[src/rtl/regbank_arb_pkg.sv]
// Shared definitions for the register-bank arbiter: FSM encoding, requester
// indices, bank widths and the round-robin successor helper.
package regbank_arb_pkg;

    localparam int REG_SEL_W  = 5;
    localparam int REG_DATA_W = 32;

    typedef logic [REG_SEL_W-1:0]  reg_sel_t;
    typedef logic [REG_DATA_W-1:0] reg_data_t;

    localparam logic [0:0] ST_IDLE   = 1'b0;
    localparam logic [0:0] ST_ACCESS = 1'b1;

    localparam logic [1:0] REQ_RD  = 2'd0;
    localparam logic [1:0] REQ_WR0 = 2'd1;
    localparam logic [1:0] REQ_WR1 = 2'd2;

    // Next requester in the rd -> wr0 -> wr1 -> rd ring.
    function automatic logic [1:0] rr_next(input logic [1:0] idx);
        return (idx == REQ_WR1) ? REQ_RD : idx + 2'd1;
    endfunction

endpackage

[src/rtl/regbank_arb_rr_arb3.sv]
// Three-way round-robin arbiter: combinational grant, registered pointer to
// the last granted requester; the search starts just after that pointer.
module rr_arb3
    import regbank_arb_pkg::*;
(
    input  logic       clk,
    input  logic       resetBar,
    input  logic [2:0] req,
    input  logic       take,
    output logic [2:0] grant,
    output logic [1:0] grant_idx,
    output logic       any
);

    logic [1:0] last_reg;
    logic [1:0] cand;

    always_comb begin
        any       = 1'b0;
        grant_idx = REQ_RD;
        cand      = rr_next(last_reg);
        for (int k = 0; k < 3; k++) begin
            if (!any && req[cand]) begin
                any       = 1'b1;
                grant_idx = cand;
            end
            cand = rr_next(cand);
        end
    end

    generate
        for (genvar gi = 0; gi < 3; gi++) begin : g_grant
            assign grant[gi] = any && (grant_idx == 2'(gi));
        end
    endgenerate

    // Reset to wr1 so that rd is the first requester searched.
    always_ff @(posedge clk or negedge resetBar) begin
        if (!resetBar) begin
            last_reg <= REQ_WR1;
        end else if (take && any) begin
            last_reg <= grant_idx;
        end
    end

endmodule

[src/rtl/regbank_arb.sv]
// Register-bank port arbiter: one read port and two write ports share a
// single-ported bank, one access every two cycles, all outputs registered.
module regbank_arb
    import regbank_arb_pkg::*;
(
    input  logic        clk,
    input  logic        resetBar,
    input  logic        rdReq,
    input  logic [4:0]  rdSel0,
    input  logic [4:0]  rdSel1,
    output logic        rdAck,
    output logic        rdValid,
    output logic [31:0] rdData0,
    output logic [31:0] rdData1,
    input  logic        wr0Req,
    input  logic [4:0]  wr0Sel,
    input  logic [31:0] wr0Data,
    output logic        wr0Ack,
    input  logic        wr1Req,
    input  logic [4:0]  wr1Sel,
    input  logic [31:0] wr1Data,
    output logic        wr1Ack,
    output logic [4:0]  regSelSrc0,
    output logic [4:0]  regSelSrc1,
    output logic [4:0]  regSelDst,
    output logic [31:0] regDst,
    input  logic [31:0] regSrc0,
    input  logic [31:0] regSrc1,
    output logic        CSBar,
    output logic        RDWRBar
);

    logic [0:0] state_reg;
    logic       is_read_reg;
    logic [2:0] ack_reg;
    logic       cs_bar_reg;
    logic       rdwr_bar_reg;
    logic       rd_valid_reg;
    reg_sel_t   src_sel_reg [2];
    reg_sel_t   dst_sel_reg;
    reg_data_t  dst_data_reg;
    reg_data_t  rd_data_reg [2];
    reg_data_t  src_bus     [2];

    logic [2:0] req_vec;
    logic [2:0] grant;
    logic [1:0] grant_idx;
    logic       grant_any;
    logic       in_idle;

    assign req_vec = {wr1Req, wr0Req, rdReq};
    assign in_idle = (state_reg == ST_IDLE);

    rr_arb3 u_rr_arb3 (
        .clk       (clk),
        .resetBar  (resetBar),
        .req       (req_vec),
        .take      (in_idle),
        .grant     (grant),
        .grant_idx (grant_idx),
        .any       (grant_any)
    );

    // The grant cycle loads every bank-facing register for the ACCESS cycle,
    // so nothing on the bank side is combinational from the request inputs.
    always_ff @(posedge clk or negedge resetBar) begin
        if (!resetBar) begin
            state_reg      <= ST_IDLE;
            is_read_reg    <= 1'b0;
            ack_reg        <= 3'b000;
            cs_bar_reg     <= 1'b1;
            rdwr_bar_reg   <= 1'b1;
            rd_valid_reg   <= 1'b0;
            src_sel_reg[0] <= '0;
            src_sel_reg[1] <= '0;
            dst_sel_reg    <= '0;
            dst_data_reg   <= '0;
        end else begin
            rd_valid_reg <= 1'b0;
            case (state_reg)
                ST_IDLE: begin
                    if (grant_any) begin
                        state_reg   <= ST_ACCESS;
                        ack_reg     <= grant;
                        is_read_reg <= (grant_idx == REQ_RD);
                        case (grant_idx)
                            REQ_RD: begin
                                src_sel_reg[0] <= rdSel0;
                                src_sel_reg[1] <= rdSel1;
                                cs_bar_reg     <= 1'b0;
                                rdwr_bar_reg   <= 1'b1;
                            end
                            REQ_WR0: begin
                                dst_sel_reg  <= wr0Sel;
                                dst_data_reg <= wr0Data;
                                cs_bar_reg   <= (wr0Sel == '0);
                                rdwr_bar_reg <= 1'b0;
                            end
                            REQ_WR1: begin
                                dst_sel_reg  <= wr1Sel;
                                dst_data_reg <= wr1Data;
                                cs_bar_reg   <= (wr1Sel == '0);
                                rdwr_bar_reg <= 1'b0;
                            end
                            default: ;
                        endcase
                    end
                end
                ST_ACCESS: begin
                    state_reg    <= ST_IDLE;
                    ack_reg      <= 3'b000;
                    cs_bar_reg   <= 1'b1;
                    rdwr_bar_reg <= 1'b1;
                    rd_valid_reg <= is_read_reg;
                end
                default: state_reg <= ST_IDLE;
            endcase
        end
    end

    assign src_bus[0] = regSrc0;
    assign src_bus[1] = regSrc1;

    generate
        for (genvar gi = 0; gi < 2; gi++) begin : g_rd_lane
            always_ff @(posedge clk or negedge resetBar) begin
                if (!resetBar) begin
                    rd_data_reg[gi] <= '0;
                end else if (state_reg == ST_ACCESS && is_read_reg) begin
                    rd_data_reg[gi] <= src_bus[gi];
                end
            end
        end
    endgenerate

    assign rdAck      = ack_reg[REQ_RD];
    assign wr0Ack     = ack_reg[REQ_WR0];
    assign wr1Ack     = ack_reg[REQ_WR1];
    assign rdValid    = rd_valid_reg;
    assign rdData0    = rd_data_reg[0];
    assign rdData1    = rd_data_reg[1];
    assign regSelSrc0 = src_sel_reg[0];
    assign regSelSrc1 = src_sel_reg[1];
    assign regSelDst  = dst_sel_reg;
    assign regDst     = dst_data_reg;
    assign CSBar      = cs_bar_reg;
    assign RDWRBar    = rdwr_bar_reg;

endmodule

[config.mk]
export PLATFORM = sky130hd
export DESIGN_NAME = regbank_arb
export DESIGN_NICKNAME = d
export VERILOG_FILES = /design/src/rtl/regbank_arb_pkg.sv /design/src/rtl/regbank_arb_rr_arb3.sv /design/src/rtl/regbank_arb.sv
export SDC_FILE = /design/constraint.sdc
export NUM_CORES = 1
export LEC_CHECK = 0
export CAP_MARGIN = 20
export CORE_MARGIN = 2
export CORE_UTILIZATION = 40
export DETAILED_ROUTE_END_ITERATION = 6
export PLACE_DENSITY = 0.88
export SYNTH_ARGS = -nofsm -noshare
export SYNTH_HDL_FRONTEND = slang
export SYNTH_SLANG_ARGS = --single-unit
[constraint.sdc]
create_clock -name clk -period 2.8 [get_ports clk]
set_input_delay 0.56 -clock clk [delete_from_list [all_inputs] [get_ports clk]]
set_output_delay 0.56 -clock clk [all_outputs]
set_load 0.02 [all_outputs]
==> results by group, run 1 <==
Status
  – Status: finished clean

Clock network
  – CTS resizes: 0
  – Clk slew on worst S/H paths: 0.05 ns
  – TritonCTS Buffers: 17
  – CTS HTree Levels: 4
  – Post-CTS Setup Repair Bufs: 0
  – CTS tree: done
  – Sink Count: 121
  – Cts hold-fix bufs: 0
  – CTS root buf: clkbuf_16
  – Worst-Skew Late Latency: 0.41 ns
  – Bufs on Longest Clock Path: 2

STA
  – Relative slew slack: 67.1%
  – Max-slew violations: 0
  – RSZ-0062 raised after global routing: false
  – Hold Slack: 0.102 ns
  – Fmax: 423 MHz
  – TNS Setup: 0 ns
  – Worst Skew: 0.00545 ns
  – Crit share post-route: 84.4%
  – Final Setup Violations: 0
  – Slew @ Worst Pin: 0.492 ns
  – Final WS setup: 0.438 ns
  – Final Critical Period: 2.36 ns
  – Fin. Hold Viols: 0

Synthesis
  – Cell variety after synth: 26
  – Cell count after synthesis: 329
  – Seq/Total Area, Yosys: 58.2%
  – Yosys warns: 0
  – Xor and xnor area share after synthesis: 0%
  – Largest family of logic cells by synthesized area: multiplexers
  – Post-synthesis adder-cell area fraction: 0.720%
  – Syn_nets: 485
  – Mux share of post-synthesis cell area: 34.6%
  – Syn_area_per_cell: 15.8 sq um
  – Synthesized cell area: 0.00521 sq mm
  – #FFs+latches synth: 121
  – Simple-Gate Fraction of Synth Area: 2.06%
  – Compound-Gate Fraction of Synth Area: 1.75%

Placed design
  – DP HPWL: 10,700 um
  – GPL Wtd Cong: 0.742
  – Placement Setup Slack: 0.0227 ns
  – Placed instance area: 0.00815 sq mm
  – I/O Buffers: 269

Drt
  – 1st-pass router iterations: 4
  – Vias per cell: 4.85
  – Antenna Violating Nets Remaining: 0
  – Drt wl/cell: 17.6 um
  – Violation count after the first detailed-route iteration: 199
  – Post-Route WL: 14,100 um
  – Total vias in the final route: 3,862
  – DRC violations left: 0

Pwr
  – Clk pwr share: 20.2%
  – Pleak: 3.62 nW
  – Maximum VDD drop: 612 uV
  – Logic pwr share: 47.9%
  – Sw power: 3.23 mW
  – PwrDens: 1110 mW/mm^2
  – Sequential share of power: 31.9%
  – Sw frac: 33.5%
  – Internal: 6.40 mW

Global routing
  – Largest net degree at the start of global routing: 68
  – Number of global-route vias before repair: 4,395
  – Initial antenna violation count: 0
  – Global-route wire length before repair: 22,400 um
  – GRT Residual Overflow: 0
  – GRT Util Overall: 20.6%

Finish
  – P&R area growth vs syn: 66.7%
  – Most frequent cells in the layout: 268 x clkdlybuf4s50_1, 120 x mux2_2, 118 x dfrtp_1
  – NumNets Final: 768
  – Most common cell after layout, fill and taps aside: clkdlybuf4s50_1
  – Layout cells sized above 1: 32.0%
  – Fin util: 68.6%
  – Cell area after layout: 0.00869 sq mm
  – Antenna cells: 0

Critical path
  – Arr. time, crit path: 2.65 ns
  – Crit path required time: 3.09 ns
  – CP Capture Type: flip-flop
  – Worst Setup Start Kind: primary input
  – Crit path max fanout: 11
  – WS Path Type: in -> reg

Hold path
  – Hold Crit Class: in -> async

Floorplan
  – Die ar.: 0.0140 sq mm
  – Starting density of the core: 41.1%
  – Core area: 0.0127 sq mm
  – Cell Rows: 41
  – Die width: 118 um
  – Die Y: 118 um
  – IO Pins: 270

Job
  – Max-Cap Viols: 0
## metrics by stage
stage,cells,total power [mW]
floorplan,329,5.40
global placement,765,7.56
detailed placement,765,7.73
CTS,797,9.73
global route,797,10.1
finish,797,9.63
## cells in the mapped netlist (all sizes together)
master	instances	area, sq um
a21bo	1	10.0
o21ai	5	25.0
nand2b	2	12.5
o22a	1	8.76
dfstp	3	78.8
nor4b	2	17.5
mux2i	3	30.0
clkbuf	3	11.3
dfrtp	118	2950
nand2	1	3.75
buf	15	111
mux2	148	1770
inv	5	18.8
a21oi	2	10.0
nor2	7	26.3
nor3b	2	25.0
ha	3	37.5
a31oi	1	6.26
nor2b	2	12.5
a22oi	1	7.51
o31ai	2	15.0
nor3	1	10.0
o32ai	1	8.76
## cell families (layout without fill, tap and decap cells)
logic type / count (synthesis) / in the layout
AO/OA/AOI/OAI: 14 / 14
adder cells (fa/ha/maj): 3 / 3
multiplexers: 151 / 151
flip-flops: 121 / 121
buffers and inverters: 23 / 319
AND/OR/NAND/NOR: 17 / 17
## cell type report
cell class | count | area, sq um
repair buffers | 282 | 2840
flip-flops and latches | 121 | 3030
clock buffers | 24 | 492
fillers | 927 | 3980
inverters | 5 | 18.8
well taps | 172 | 215
clock inverters | 8 | 45.0
multi-input cells | 185 | 2050
## per-layer routing
metal  part of all wire, %  vias up  track usage (%)
met1                    35     1916             20.7
met2                    55      167             37.9
met4                   3.2        0             10.2
met3                   6.7       36             6.52
met5                     0        -                0
li1                      -     1743                -
## path summary, 6_finish.rpt
kind | startpoint | endpoint | slack [ns] | cells past startpoint
setup / recovery | wr1Req | regDst[30] | 0.44 | 8
hold / removal | resetBar | rdData0[14] | 0.10 | 1
setup reg to reg | u_rr_arb3.last_reg[1] | regDst[30] | 0.53 | 7
hold reg to reg | RDWRBar | RDWRBar | 0.50 | 2
max in group asynchronous | resetBar | regDst[14] | 1.97 | 2
min in group clk | RDWRBar | RDWRBar | 0.50 | 2
## critical path, cell delays in order
cell	delay, ns
clkdlybuf4s50_1	0.41
nor2b_1	0.14
o22a_1	0.18
nand2b_1	0.18
ha_1	0.32
nor3b_4	0.25
buf_4	0.28
mux2_4	0.33
## power groups by stage
stage,Combinational (mW),Sequential (mW),Clock [mW]
4_1_cts,4.66,3.09,1.99
2_1_floorplan,1.32,4.08,0
6_report,4.61,3.07,1.95
3_5_place_dp,4.64,3.10,0
5_1_grt,4.81,3.18,2.07
3_3_place_gp,4.53,3.04,0
No activity file was read; power rests on OpenSTA's default activity.
==> run 2, diff against run 1 <==
--- a/config.mk
+++ b/config.mk
@@ -7,9 +7,9 @@
 export LEC_CHECK = 0
 export CAP_MARGIN = 20
 export CORE_MARGIN = 2
-export CORE_UTILIZATION = 40
+export CORE_UTILIZATION = 36
 export DETAILED_ROUTE_END_ITERATION = 6
-export PLACE_DENSITY = 0.88
+export PLACE_DENSITY = 0.84
 export SYNTH_ARGS = -nofsm -noshare
 export SYNTH_HDL_FRONTEND = slang
 export SYNTH_SLANG_ARGS = --single-unit
==> constraint.sdc (replaced) <==
create_clock -name clk -period 2 [get_ports clk]
set_input_delay 0.4 -clock clk [delete_from_list [all_inputs] [get_ports clk]]
set_output_delay 0.4 -clock clk [all_outputs]
set_load 0.02 [all_outputs]
==> results by group, run 2 (same netlist as run 1, synthesis figures left out) <==
Clock network
  – CTS HTree Levels: 4
  – CTS root buf: clkbuf_16
  – Clk slew on worst S/H paths: 0.06 ns
  – Worst-Skew Late Latency: 0.41 ns
  – CTS tree: done
  – TritonCTS Buffers: 17
  – Bufs on Longest Clock Path: 2
  – Sink Count: 121

Global routing
  – GRT Residual Overflow: 0
  – Global-route wire length before repair: 22,300 um
  – Largest net degree at the start of global routing: 66
  – Number of global-route vias before repair: 4,276
  – GRT Util Overall: 18.2%
  – Initial antenna violation count: 0

Floorplan
  – Core area: 0.0140 sq mm
  – IO Pins: 270
  – Die width: 124 um
  – Starting density of the core: 37.3%
  – Cell Rows: 43
  – Die ar.: 0.0155 sq mm
  – Die Y: 124 um

Critical path
  – WS Path Type: reg -> reg
  – Worst reg-to-reg setup slack: -0.23 ns
  – Crit path max fanout: 7
  – Origin of the worst setup path: u_rr_arb3.last_reg[1]
  – Worst r2r path cells: 8
  – Cells along the critical path: nor2b_1 > o22a_1 > nand2b_4 > ha_4 > nor3b_4 > buf_6 > clkbuf_16 > mux2_2
  – R2R Path End: regDst[6]
  – Highest cell delay on the worst timing path: 0.55 ns
  – CP Capture Type: flip-flop
  – Critical path's slowest cell: dfstp_2
  – Reg2reg start: u_rr_arb3.last_reg[1]
  – Crit path required time: 2.30 ns
  – Worst Setup Start Kind: flip-flop
  – Arr. time, crit path: 2.53 ns

Status
  – Failing checks: negative setup slack
  – Status: finished, violations left

Finish
  – Register Area: 0.00303 sq mm
  – NumNets Final: 786
  – Layout cells sized above 1: 35.1%
  – Most frequent cells in the layout: 268 x clkdlybuf4s50_1, 118 x dfrtp_1, 110 x mux2_2
  – Most common cell after layout, fill and taps aside: clkdlybuf4s50_1
  – P&R area growth vs syn: 74.5%
  – Fin util: 65.0%
  – Multi-input gate area: 0.00215 sq mm
  – Antenna cells: 0
  – Cell area after layout: 0.00909 sq mm
  – # fillers: 1,014

STA
  – Final Critical Period: 2.23 ns
  – Fmax: 448 MHz
  – TNS Setup: -7.69 ns
  – Crit share post-route: 112%
  – Final Setup Violations: 37
  – Fin. Hold Viols: 0
  – Final WS setup: -0.234 ns
  – Max-slew violations: 0
  – Worst Skew: 0.00955 ns
  – RSZ-0062 raised after global routing: true
  – Slew @ Worst Pin: 0.356 ns
  – Relative slew slack: 76.3%

Pwr
  – Overall Power: 14.1 mW
  – Maximum VDD drop: 928 uV
  – Pleak: 3.81 nW
  – PwrDens: 1550 mW/mm^2

Drt
  – Drt wl/cell: 17.4 um
  – Post-Route WL: 14,400 um
  – DRC violations left: 0
  – Antenna Violating Nets Remaining: 0
  – Violation count after the first detailed-route iteration: 131
  – Total vias in the final route: 3,891
  – 1st-pass router iterations: 4
  – Vias per cell: 4.73

Placed design
  – DP HPWL: 10,200 um
  – Placed instance area: 0.00828 sq mm
  – GPL Wtd Cong: 0.813
  – I/O Buffers: 269

Hold path
  – Hold Crit Class: in -> async

Job
  – Max-Cap Viols: 0
run 2: cell count changes in the layout (fill, tap and decap cells not counted), sizes merged:
cell and change:
dlygate4sd3 +1, inv +1, clkinvlp +2, clkinv -2, buf +14, bufinv +2
run 2: critical path, delay by kind of cell, from the launching register on:
family | cells | cell delay (ns)
simple gates | 3 | 0.49
buf+inv | 2 | 0.32
fa+ha+maj | 1 | 0.26
flops | 1 | 0.55
mux | 1 | 0.33
compound gates | 1 | 0.18
run 2: cell type report:
class | instances | share of cell area [%]
clock inverters | 11 | 1.31
clock buffers | 21 | 5.28
multi-input cells | 185 | 23.7
inverters | 5 | 0.206
flip-flops and latches | 121 | 33.3
well taps | 180 | 2.48
repair buffers | 300 | 33.7
run 2: power breakdown:
part           leakage [nW]  internal, mW  switching [mW]
sequential             1.42          3.66           0.652
clock                 0.287          1.96            1.09
combinational          2.11          3.83            2.90
total                  3.81          9.44            4.64
run 2: metal layers:
layer	part of all wire, %	global-route usage, %	wire length [um]	vias to the layer above
met5	0	0	0	-
met4	2.8	8.06	403	0
met3	6.7	6.70	956	27
met2	54	32.2	7680	158
met1	37	19.2	5310	1931
li1	-	-	-	1775
run 2: per-stage QoR:
stage	hold WS (ns)	setup WS (ns)	std cells
finish	0.438	-0.234	823
global placement	0.309	-0.498	782
global route	0.444	-0.294	823
detailed placement	0.315	-0.550	782
floorplan	0.104	-0.0998	329
CTS	0.422	-0.206	816
run 2: what timing repair did:
action,CTS,global route
cloned,0,4
setup endpoints to repair,39,48
gates resized for setup,0,21
endpoints found under the hold margin,17,0
hold buffers,1,0
setup buffers,1,3
pin swaps,0,4
run 2: how the worst max path moves through the flow:
stage | to | slack (ns)
final | regDst[6] | -0.23
after global placement | regDst[11] | -0.50
after CTS | regDst[16] | -0.21
after floorplan | regDst[18] | -0.1
after detailed placement | regDst[16] | -0.55
after global routing | regDst[6] | -0.29
==> RTL edit (config.mk and constraints of run 1) <==
Reset style: synchronous (`resetBar`), changed in 3 clocked blocks.
--- a/src/rtl/regbank_arb_rr_arb3.sv
+++ b/src/rtl/regbank_arb_rr_arb3.sv
@@ -35,7 +35,7 @@
     endgenerate
 
     // Reset to wr1 so that rd is the first requester searched.
-    always_ff @(posedge clk or negedge resetBar) begin
+    always_ff @(posedge clk) begin
         if (!resetBar) begin
             last_reg <= REQ_WR1;
         end else if (take && any) begin
--- a/src/rtl/regbank_arb.sv
+++ b/src/rtl/regbank_arb.sv
@@ -63,7 +63,7 @@
 
     // The grant cycle loads every bank-facing register for the ACCESS cycle,
     // so nothing on the bank side is combinational from the request inputs.
-    always_ff @(posedge clk or negedge resetBar) begin
+    always_ff @(posedge clk) begin
         if (!resetBar) begin
             state_reg      <= ST_IDLE;
             is_read_reg    <= 1'b0;
@@ -123,7 +123,7 @@
 
     generate
         for (genvar gi = 0; gi < 2; gi++) begin : g_rd_lane
-            always_ff @(posedge clk or negedge resetBar) begin
+            always_ff @(posedge clk) begin
                 if (!resetBar) begin
                     rd_data_reg[gi] <= '0;
                 end else if (state_reg == ST_ACCESS && is_read_reg) begin
Check against the original RTL: differs if resetBar is asserted again (counterexample within 4 cycles, from zero or initial values and one cycle with resetBar low); with resetBar held inactive, the same outputs for 4 cycles.
==> RTL edit against run 1 <==
Setup slack worse by 0.18 ns; final area is 2.0% lower; global-route usage is 0.38 points lower; synthesized area is 3.1% lower; via count is 7.0% higher; sequential cell count stayed put; die area is 3.0% lower; wire length is 0.21% lower; synthesized cell count is 19% higher; sequential share of layout area is 2.3 points higher; critical endpoint is now src_sel_reg[0][6]; largest cell class unchanged; highest routed layer unchanged.
Power is not compared: it rests on default switching activity, and its combinational part moved more than twofold at a synthesized area within 25%.
==> RTL edit: results (changes against run 1) <==
status - finished clean
Multi-In Gates - 235 (+27%)
asr flop ratio synth - 0% (-100 points)
first-pass GRT wire length - 20600 um (-7.8%)
vias in the first global route - 4037 (-8.1%)
Max Clk Rate - 0.393 GHz (-7.1%)
Gates resized, CTS repair - 0 (unchanged)
reg2reg start - u_rr_arb3.last_reg[1]
starting DRC count in detailed routing - 354 (+78%)
Compound-Gate Fraction of Synth Area - 9.74% (+8.0 points)
syn nets - 547 (+13%)
R2R setup slack - 0.61 ns (+0.08 ns)
Setup Skew - 0.0115 ns (+0.00606 ns)
yosys warns - 0 (unchanged)
Area Overhead vs Synth - 68.6%
Seq area share - 37.2% (+2.3 points)
CP endpoint - src_sel_reg[0][6]
slowest stage cell, crit path - nor3_1
Adder-Cell Fraction of Synth Area - 0.991% (+0.27 points)
CLK BUF - 20 (-17%)
clock transition at the registers of the reported paths - 0.05 ns (about the same)
DP Area - 7930 um^2 (-2.8%)
Global Route Usage Sum - 20.2% (-0.38 points)
number of diodes - 0 (unchanged)
hold crit path type - reg2reg
Non-clk bufs - 282 (unchanged)
worst endpoint data arrival time - 2.81 ns (+0.16 ns)
worst slew pin tran - 0.886 ns (+0.394 ns)
Seq Cell Count - 121 (unchanged)
post-place setup slack - -0.113 ns (-0.135 ns)
multi-input combinational area share - 20.3% (-3.3 points)
CP max FO - 11 (unchanged)
inverters - 2 (-3)
GPL Wtd Cong - 0.792 (+6.8%)
Post-synth EDFFs - 74 (+74)
Area contributors post-synth - edfxtp_1, dfxtp_1, and2_1
non-clock buffer area fraction after layout - 33.0% (+0.35 points)
top cells by count, synth - and2_1, edfxtp_1, dfxtp_1
max incr delay on CP - 0.69 ns (+0.28 ns)
Avg Vias per Cell - 4.90 (+1.1%)
final wirelength - 14000 um (-0.21%)
count of cell types in the netlist - 35 (+35%)
post-synthesis mux area share - 7.33% (-27 points)
critical hold path startpoint - ack_reg[2]
DPL Wire Length - 10300 um (-3.8%)
clock network area share - 6.89% (+0.72 points)
Final #Nets - 816 (+6.3%)
CP top delay family - simple AND/OR/NAND/NOR gates
FF-to-FF End - regDst[28]
Seq/Total Area, Yosys - 62.6% (+4.5 points)
Peak supply drop - 0.360 mV
Worst setup startpoint - wr0Req
largest net degree at the start of global routing - 66 (-2.9%)
fill count - 874 (-5.7%)
layout cells sized above 1 - 7.44% (-25 points)
Max Buffers Root-to-Sink - 2 (unchanged)
Cell Area, Synth - 5050 um^2 (-3.1%)
==> RTL edit: metrics by stage <==
| step | hold slack (ns) | setup TNS [ns] | instances |
|---|---|---|---|
| after global routing | 0.485 | 0 | 844 |
| after detailed placement | 0.453 | -2.25 | 812 |
| after CTS | 0.457 | 0 | 844 |
| after floorplan | 0.466 | 0 | 390 |
| final | 0.457 | 0 | 844 |
| after global placement | 0.441 | 0 | 812 |
==> RTL edit: per-layer routing <==
| layer | wire length (um) | global-route usage [%] | vias to the layer above |
|---|---|---|---|
| met5 | 0 | 0 | - |
| met4 | 193 | 6.19 | 0 |
| met3 | 1460 | 8.77 | 13 |
| met2 | 7040 | 35.0 | 206 |
| met1 | 5330 | 22.5 | 1956 |
| li1 | - | - | 1958 |
==> RTL edit: power by group <==
part	internal, mW	switching [mW]	leakage [nW]
clock network	1.40	0.771	0.282
registers	2.05	0.0689	1.16
logic	0.558	0.464	2.08
